==> config.mk <==
export PLATFORM = sky130hd
export DESIGN_NAME = decode_ctrl_stage
export DESIGN_NICKNAME = d
export VERILOG_FILES = /design/src/rtl/decode_pkg.sv /design/src/rtl/instr_decoder.sv /design/src/rtl/decode_ctrl_stage.sv
export SDC_FILE = /design/constraint.sdc
export NUM_CORES = 1
export LEC_CHECK = 0
export ABC_AREA = 1
export CORE_MARGIN = 3
export CORE_UTILIZATION = 42
export DETAILED_ROUTE_END_ITERATION = 6
export PLACE_DENSITY = 0.77
export SYNTH_ARGS = -nofsm -noshare
export SYNTH_HDL_FRONTEND = slang
export SYNTH_SLANG_ARGS = --single-unit
export TNS_END_PERCENT = 30
==> constraint.sdc <==
create_clock -name clk_i -period 1.95 [get_ports clk_i]
set_input_delay 0.195 -clock clk_i [delete_from_list [all_inputs] [get_ports clk_i]]
set_output_delay 0.195 -clock clk_i [all_outputs]
set_load 0.01 [all_outputs]
==> src/rtl/decode_pkg.sv <==
// rtl/decode_pkg.sv - shared opcode constants, ALU op encoding and control bundle
package decode_pkg;

    // Major opcodes of the supported RV32 subset
    localparam logic [6:0] OP_R  = 7'b0110011;
    localparam logic [6:0] OP_I  = 7'b0010011;
    localparam logic [6:0] OP_LW = 7'b0000011;
    localparam logic [6:0] OP_SW = 7'b0100011;
    localparam logic [6:0] OP_BR = 7'b1100011;

    // funct3 selectors
    localparam logic [2:0] F3_ADD_SUB = 3'b000;
    localparam logic [2:0] F3_MUL     = 3'b000;
    localparam logic [2:0] F3_OR      = 3'b110;
    localparam logic [2:0] F3_AND     = 3'b111;
    localparam logic [2:0] F3_ADDI    = 3'b000;
    localparam logic [2:0] F3_LW      = 3'b010;
    localparam logic [2:0] F3_SW      = 3'b010;
    localparam logic [2:0] F3_BEQ     = 3'b000;
    localparam logic [2:0] F3_BNE     = 3'b001;

    // funct7 selectors for R-type
    localparam logic [6:0] F7_BASE = 7'b0000000;
    localparam logic [6:0] F7_SUB  = 7'b0100000;
    localparam logic [6:0] F7_MUL  = 7'b0000001;

    // ALU op encoding presented to EX; NOP doubles as the bubble/illegal code
    typedef enum logic [3:0] {
        ALU_OR   = 4'h0,
        ALU_AND  = 4'h1,
        ALU_ADD  = 4'h2,
        ALU_SUB  = 4'h3,
        ALU_MUL  = 4'h4,
        ALU_ADDI = 4'h5,
        ALU_LW   = 4'h6,
        ALU_SW   = 4'h7,
        ALU_BEQ  = 4'h8,
        ALU_BNE  = 4'h9,
        ALU_NOP  = 4'hF
    } alu_op_t;

    // Datapath control bundle carried with each instruction
    typedef struct packed {
        logic regwrite;
        logic memread;
        logic memwrite;
        logic memtoreg;
        logic alusrc;
    } ctrl_t;

    localparam ctrl_t CTRL_NONE = '0;

    // Formats whose rs2 field names a real source register (R, S, B)
    function automatic logic uses_rs2(input logic [6:0] opcode);
        return (opcode == OP_R) || (opcode == OP_SW) || (opcode == OP_BR);
    endfunction

endpackage

==> src/rtl/instr_decoder.sv <==
// rtl/instr_decoder.sv - combinational instruction decode into op, controls and immediate
module instr_decoder
    import decode_pkg::*;
#(
    parameter int XLEN       = 32,
    parameter int ENABLE_MUL = 1
) (
    input  logic [31:0]     instr,
    output alu_op_t         alu_op,
    output ctrl_t           ctrl,
    output logic [XLEN-1:0] imm,
    output logic [4:0]      rd,
    output logic [4:0]      rs1,
    output logic [4:0]      rs2,
    output logic            rs2_used,
    output logic            illegal
);

    logic [6:0]      opcode;
    logic [2:0]      funct3;
    logic [6:0]      funct7;
    logic [XLEN-1:0] imm_i;
    logic [XLEN-1:0] imm_s;
    logic [XLEN-1:0] imm_b;

    assign opcode   = instr[6:0];
    assign funct3   = instr[14:12];
    assign funct7   = instr[31:25];
    assign rs1      = instr[19:15];
    assign rs2      = instr[24:20];
    assign rs2_used = uses_rs2(opcode);

    assign imm_i = {{(XLEN-12){instr[31]}}, instr[31:20]};
    assign imm_s = {{(XLEN-12){instr[31]}}, instr[31:25], instr[11:7]};
    assign imm_b = {{(XLEN-13){instr[31]}}, instr[31], instr[7], instr[30:25], instr[11:8], 1'b0};

    // Exact-match decode; anything unrecognised falls through as illegal with no controls
    always_comb begin
        alu_op  = ALU_NOP;
        ctrl    = CTRL_NONE;
        imm     = '0;
        rd      = 5'd0;
        illegal = 1'b1;
        case (opcode)
            OP_R: begin
                if (funct3 == F3_ADD_SUB && funct7 == F7_BASE) begin
                    alu_op = ALU_ADD;
                end else if (funct3 == F3_ADD_SUB && funct7 == F7_SUB) begin
                    alu_op = ALU_SUB;
                end else if (funct3 == F3_OR && funct7 == F7_BASE) begin
                    alu_op = ALU_OR;
                end else if (funct3 == F3_AND && funct7 == F7_BASE) begin
                    alu_op = ALU_AND;
                end else if (funct3 == F3_MUL && funct7 == F7_MUL && ENABLE_MUL != 0) begin
                    alu_op = ALU_MUL;
                end
                if (alu_op != ALU_NOP) begin
                    illegal       = 1'b0;
                    ctrl.regwrite = 1'b1;
                    rd            = instr[11:7];
                end
            end
            OP_I: begin
                if (funct3 == F3_ADDI) begin
                    alu_op        = ALU_ADDI;
                    illegal       = 1'b0;
                    ctrl.regwrite = 1'b1;
                    ctrl.alusrc   = 1'b1;
                    imm           = imm_i;
                    rd            = instr[11:7];
                end
            end
            OP_LW: begin
                if (funct3 == F3_LW) begin
                    alu_op        = ALU_LW;
                    illegal       = 1'b0;
                    ctrl.regwrite = 1'b1;
                    ctrl.memread  = 1'b1;
                    ctrl.memtoreg = 1'b1;
                    ctrl.alusrc   = 1'b1;
                    imm           = imm_i;
                    rd            = instr[11:7];
                end
            end
            OP_SW: begin
                if (funct3 == F3_SW) begin
                    alu_op        = ALU_SW;
                    illegal       = 1'b0;
                    ctrl.memwrite = 1'b1;
                    ctrl.alusrc   = 1'b1;
                    imm           = imm_s;
                end
            end
            OP_BR: begin
                if (funct3 == F3_BEQ) begin
                    alu_op  = ALU_BEQ;
                    illegal = 1'b0;
                    imm     = imm_b;
                end else if (funct3 == F3_BNE) begin
                    alu_op  = ALU_BNE;
                    illegal = 1'b0;
                    imm     = imm_b;
                end
            end
            default: begin
                illegal = 1'b1;
            end
        endcase
    end

endmodule

==> src/rtl/decode_ctrl_stage.sv <==
// rtl/decode_ctrl_stage.sv - registered ID/EX decode stage with hazard, branch and stall tracking
module decode_ctrl_stage
    import decode_pkg::*;
#(
    parameter int XLEN       = 32,
    parameter int ENABLE_MUL = 1,
    parameter int CNT_W      = 16
) (
    input  logic             clk_i,
    input  logic             rst_i,
    input  logic [31:0]      instr_i,
    input  logic             instr_valid_i,
    input  logic [XLEN-1:0]  pc_i,
    input  logic [XLEN-1:0]  rs1_data_i,
    input  logic [XLEN-1:0]  rs2_data_i,
    input  logic             ex_ready_i,
    output logic             valid_o,
    output logic [3:0]       alu_op_o,
    output logic             regwrite_o,
    output logic             memread_o,
    output logic             memwrite_o,
    output logic             memtoreg_o,
    output logic             alusrc_o,
    output logic [XLEN-1:0]  imm_o,
    output logic [4:0]       rd_o,
    output logic [XLEN-1:0]  rs1_val_o,
    output logic [XLEN-1:0]  rs2_val_o,
    output logic             stall_o,
    output logic             branch_taken_o,
    output logic [XLEN-1:0]  branch_target_o,
    output logic             illegal_o,
    output logic [CNT_W-1:0] stall_cnt_o
);

    alu_op_t         dec_op;
    ctrl_t           dec_ctrl;
    logic [XLEN-1:0] dec_imm;
    logic [4:0]      dec_rd;
    logic [4:0]      dec_rs1;
    logic [4:0]      dec_rs2;
    logic            dec_rs2_used;
    logic            dec_illegal;

    logic load_en;
    logic hz;
    logic accept;
    logic is_branch;
    logic operands_eq;
    logic take;
    logic flag_illegal;

    instr_decoder #(
        .XLEN       (XLEN),
        .ENABLE_MUL (ENABLE_MUL)
    ) u_instr_decoder (
        .instr    (instr_i),
        .alu_op   (dec_op),
        .ctrl     (dec_ctrl),
        .imm      (dec_imm),
        .rd       (dec_rd),
        .rs1      (dec_rs1),
        .rs2      (dec_rs2),
        .rs2_used (dec_rs2_used),
        .illegal  (dec_illegal)
    );

    // Handshake, load-use hazard and branch decision for the instruction now in IF/ID
    always_comb begin
        load_en      = !valid_o || ex_ready_i;
        hz           = valid_o && memread_o && (rd_o != 5'd0) && instr_valid_i &&
                       ((dec_rs1 == rd_o) || (dec_rs2_used && (dec_rs2 == rd_o)));
        stall_o      = hz || (valid_o && !ex_ready_i);
        // A taken pulse means the presented instruction is wrong-path and must not load
        accept       = load_en && !hz && !branch_taken_o && instr_valid_i && !dec_illegal;
        is_branch    = (dec_op == ALU_BEQ) || (dec_op == ALU_BNE);
        operands_eq  = (rs1_data_i == rs2_data_i);
        take         = accept && (((dec_op == ALU_BEQ) && operands_eq) ||
                                  ((dec_op == ALU_BNE) && !operands_eq));
        flag_illegal = load_en && !hz && !branch_taken_o && instr_valid_i && dec_illegal;
    end

    // ID/EX pipeline register: load decoded instruction or a bubble, hold under backpressure
    always_ff @(posedge clk_i or negedge rst_i) begin
        if (!rst_i) begin
            valid_o    <= 1'b0;
            alu_op_o   <= ALU_NOP;
            regwrite_o <= 1'b0;
            memread_o  <= 1'b0;
            memwrite_o <= 1'b0;
            memtoreg_o <= 1'b0;
            alusrc_o   <= 1'b0;
            imm_o      <= '0;
            rd_o       <= 5'd0;
            rs1_val_o  <= '0;
            rs2_val_o  <= '0;
        end else if (load_en) begin
            if (accept) begin
                valid_o    <= 1'b1;
                alu_op_o   <= dec_op;
                regwrite_o <= dec_ctrl.regwrite;
                memread_o  <= dec_ctrl.memread;
                memwrite_o <= dec_ctrl.memwrite;
                memtoreg_o <= dec_ctrl.memtoreg;
                alusrc_o   <= dec_ctrl.alusrc;
                imm_o      <= dec_imm;
                rd_o       <= dec_rd;
                rs1_val_o  <= rs1_data_i;
                rs2_val_o  <= rs2_data_i;
            end else begin
                valid_o    <= 1'b0;
                alu_op_o   <= ALU_NOP;
                regwrite_o <= 1'b0;
                memread_o  <= 1'b0;
                memwrite_o <= 1'b0;
                memtoreg_o <= 1'b0;
                alusrc_o   <= 1'b0;
                imm_o      <= '0;
                rd_o       <= 5'd0;
                rs1_val_o  <= '0;
                rs2_val_o  <= '0;
            end
        end
    end

    // Branch resolved in decode: one-cycle taken pulse plus its target
    always_ff @(posedge clk_i or negedge rst_i) begin
        if (!rst_i) begin
            branch_taken_o  <= 1'b0;
            branch_target_o <= '0;
        end else begin
            branch_taken_o <= take;
            if (accept && is_branch) begin
                branch_target_o <= pc_i + dec_imm;
            end
        end
    end

    // Sticky illegal flag, cleared only by reset
    always_ff @(posedge clk_i or negedge rst_i) begin
        if (!rst_i) begin
            illegal_o <= 1'b0;
        end else if (flag_illegal) begin
            illegal_o <= 1'b1;
        end
    end

    // Saturating stall-cycle counter
    always_ff @(posedge clk_i or negedge rst_i) begin
        if (!rst_i) begin
            stall_cnt_o <= '0;
        end else if (stall_o && (stall_cnt_o != {CNT_W{1'b1}})) begin
            stall_cnt_o <= stall_cnt_o + 1'b1;
        end
    end

endmodule

==> results.toml <==
[clock_tree]
numCtsBuffers = 17
clock_latency_ns = 0.44
root_buffer = "clkbuf_16"
clockBufferDepth = 2
ctsHtreeMaxLevel = 4
clk_pin_slew_ns = 0.07
cts_tree = "yes"
numClockSinks = 141

[sta]
rsz0062_at_grt = "true"
post-route-period-util = 1.526
final-setup-viol-count = 138
fmax_mhz = 336.0
worstMarginPinSlew_ns = 0.9462
min_period_ns = 2.976
fin_ws_ns = -1.026
finClkSkew_ns = 0.01341
report.final.hold_viol_count = 0
slew-limit-headroom = 0.3692
slew_viol_final = 0

[drt]
drt_iter0_drc = 985
drt-vias-per-instance = 5.718
dr_total_vias = 10880
drt-total-wl_um = 41700
detail-route-antenna-nets = 0
drt_first_pass_iters = 7
wire_per_inst_um = 21.92
post-route-drc-count = 0

[place]
dpl.cell_count = 1804
portBuffers = 293
dp_hpwl_um = 24860
gp_congestion = 0.9671

[outcome]
violations = "negative setup slack"
status = "finished with violations"

[synth]
synth_top_cell_area_share = 0.3880
synth_most_common_cell = "nand2_1"
synth_ff_type = "dfrtp_1"
synth_cells = 1111
synthDistinctLibCells = 51
synth_warnings = 0
async_reset_ff_frac = 1.000
ys_ff_latch = 141
ys_seq_area_frac = 0.3999
synth.top_cells.by_area = "dfrtp_1, nand2_1, inv_1"
synth_edf_count = 0
avgSynthCellArea_um2 = 7.953
synth_commonest_cells = "nand2_1, dfrtp_1, inv_1"
post-synth-top-area-cell = "dfrtp_1"
synthesis.area_um2 = 8836
synth_nets = 1257

[setup_path]
path_buf_inv = 5
startpoint_type = "input port"
max_stage_delay_ns = 0.30
setup.worst_path.class = "input port to register"
worstPathArrival_ns = 3.30
cp_common_cell = "nand2_2"
worst_setup_path_end_kind = "register"
cp_slowest_cell = "o211ai_1"
path_max_fanout = 6
path_delay_family = "simple AND/OR/NAND/NOR gates"
cp.required_ns = 2.27

[power]
p_per_area_nw_per_um2 = 508.2
p_leak_nw = 7.267
power_w = 0.007862
vdd_drop_max_mv = 0.5557

[floorplanning]
die_h_um = 151.0
io_pins = 294
fp-row-count = 52
die_w_um = 151.0
die-area_um2 = 22810
coreArea_um2 = 20430
start_util = 0.4325

[cells_and_area]
multiInputGateArea_um2 = 5366
layout-drive-gt1-share = 0.3229
fillerInstances = 1263
seqCellArea_um2 = 3535
final_cells = 1902
final_nets = 1762
syn2layout_area_growth_pct = 75.09

[worst_hold_path]
worstHoldPathType = "input port to async pin"

[grt]
grt_util_all_layers = 0.3074
grt_max_degree = 85
grt_remaining_overflow = 0
antenna_found_initial = 3
grt_pass1_vias = 10290
grt_pass1_wl_um = 54300

[flow_run]
cap_violations = 0
## report_power, final
part | total (W) | leakage [nW] | switching, W | internal (W)
Sequential | 0.00304 | 1.93 | 0.0000485 | 0.00299
Combinational | 0.00155 | 5.07 | 0.000796 | 0.000751
Clock | 0.00327 | 0.274 | 0.00147 | 0.00180
Total | 0.00786 | 7.27 | 0.00232 | 0.00555
## flip-flops by register name, summed over array words and instances, names as in the netlist
register and count:
alu_op_o 4, alusrc_o 1, branch_taken_o 1, branch_target_o 32
illegal_o 1, imm_o 13, memread_o 1, memwrite_o 1
rd_o 5, regwrite_o 1, rs1_val_o 32, rs2_val_o 32
stall_cnt_o 16, valid_o 1
## stage by stage
step	utilization	TNS, ns	worst slack [ns]	hold slack (ns)	instance area, um2
after CTS	0.7268	-16.97	-0.7766	0.2555	14850
after global placement	0.6507	-94.64	-1.424	0.1377	13290
after floorplan	-	-15.07	-0.8102	-0.1006	8892
final	0.7573	-37.30	-1.026	0.2374	15470
after global routing	0.7572	-48.17	-1.150	0.2703	15470
after detailed placement	0.6507	-102.05	-1.571	0.1382	13290
## routing by layer
metal,wire length (um),GRT usage
met4,3495,0.1895
met2,20130,0.5376
met5,5,0
met1,14330,0.3433
met3,3736,0.06104
## layout by cell type, fill, tap and decap left out, types with 5 or more instances in the layout
cell type | synthesis | final
nand3_1 | 48 | 30
nand3_4 | 0 | 7
nand4_1 | 18 | 18
buf_4 | 28 | 219
buf_12 | 0 | 9
o41ai_1 | 26 | 26
dlymetal6s2s_1 | 0 | 5
xnor2_2 | 0 | 6
inv_2 | 10 | 25
nor2_1 | 61 | 42
nor4_1 | 9 | 5
a22o_1 | 47 | 47
buf_6 | 1 | 25
nand3_2 | 3 | 14
xnor2_1 | 32 | 25
o2111ai_1 | 6 | 6
o21ai_2 | 0 | 8
nand2_4 | 12 | 16
clkinvlp_4 | 0 | 5
clkdlybuf4s50_1 | 0 | 275
inv_1 | 125 | 105
o21ai_0 | 57 | 23
a21oi_2 | 2 | 12
nand2_1 | 284 | 252
dfrtp_1 | 137 | 136
nor2_2 | 14 | 20
nor3_2 | 2 | 7
ha_4 | 0 | 8
clkbuf_16 | 0 | 19
nor2_4 | 8 | 21
nand2_2 | 14 | 40
o21ai_1 | 22 | 47
xor2_1 | 27 | 23
## cell families (layout without fill, tap and decap cells)
family | after synthesis | after routing | synth area share
flip-flops | 141 | 141 | 0.3999
AND/OR/NAND/NOR | 496 | 496 | 0.2638
adder cells (fa/ha/maj) | 14 | 14 | 0.02067
other | 0 | 3 | 0
buffers and inverters | 197 | 715 | 0.09926
XOR/XNOR | 59 | 59 | 0.05848
AO/OA/AOI/OAI | 204 | 204 | 0.1579
## cell type report
class | instances | share of cell area
multi-input combinational | 773 | 0.3469
timing repair buffer | 548 | 0.3313
sequential | 141 | 0.2285
inverter | 135 | 0.03364
clock buffer | 17 | 0.02750
tap | 270 | 0.02184
clock inverter | 15 | 0.009947
antenna | 3 | 0.0004852
## path summary, 6_finish.rpt
path | from | endpoint | slack (ns) | cells past startpoint
max in group asynchronous | rst_i | rs2_val_o[29] | 1.04 | 3
hold reg to reg | branch_target_o[28] | branch_target_o[28] | 0.48 | 2
hold / removal | rst_i | rs1_val_o[4] | 0.24 | 2
min in group clk_i | rs2_data_i[8] | rs2_val_o[8] | 0.37 | 3
setup reg to reg | rd_o[1] | branch_target_o[7] | -0.32 | 14
setup / recovery | instr_i[3] | branch_target_o[26] | -1.03 | 26
## timing repair
item / 4_1_cts / 5_1_grt
cloned: 2 / 2
resized for setup: 177 / 123
setup buffers: 39 / 22
endpoints found under the hold margin: 34 / 0
setup endpoints to repair: 160 / 141
hold buffers: 1 / 0
pin swaps: 81 / 61
Note: power is estimated with default switching activity, not from simulation.
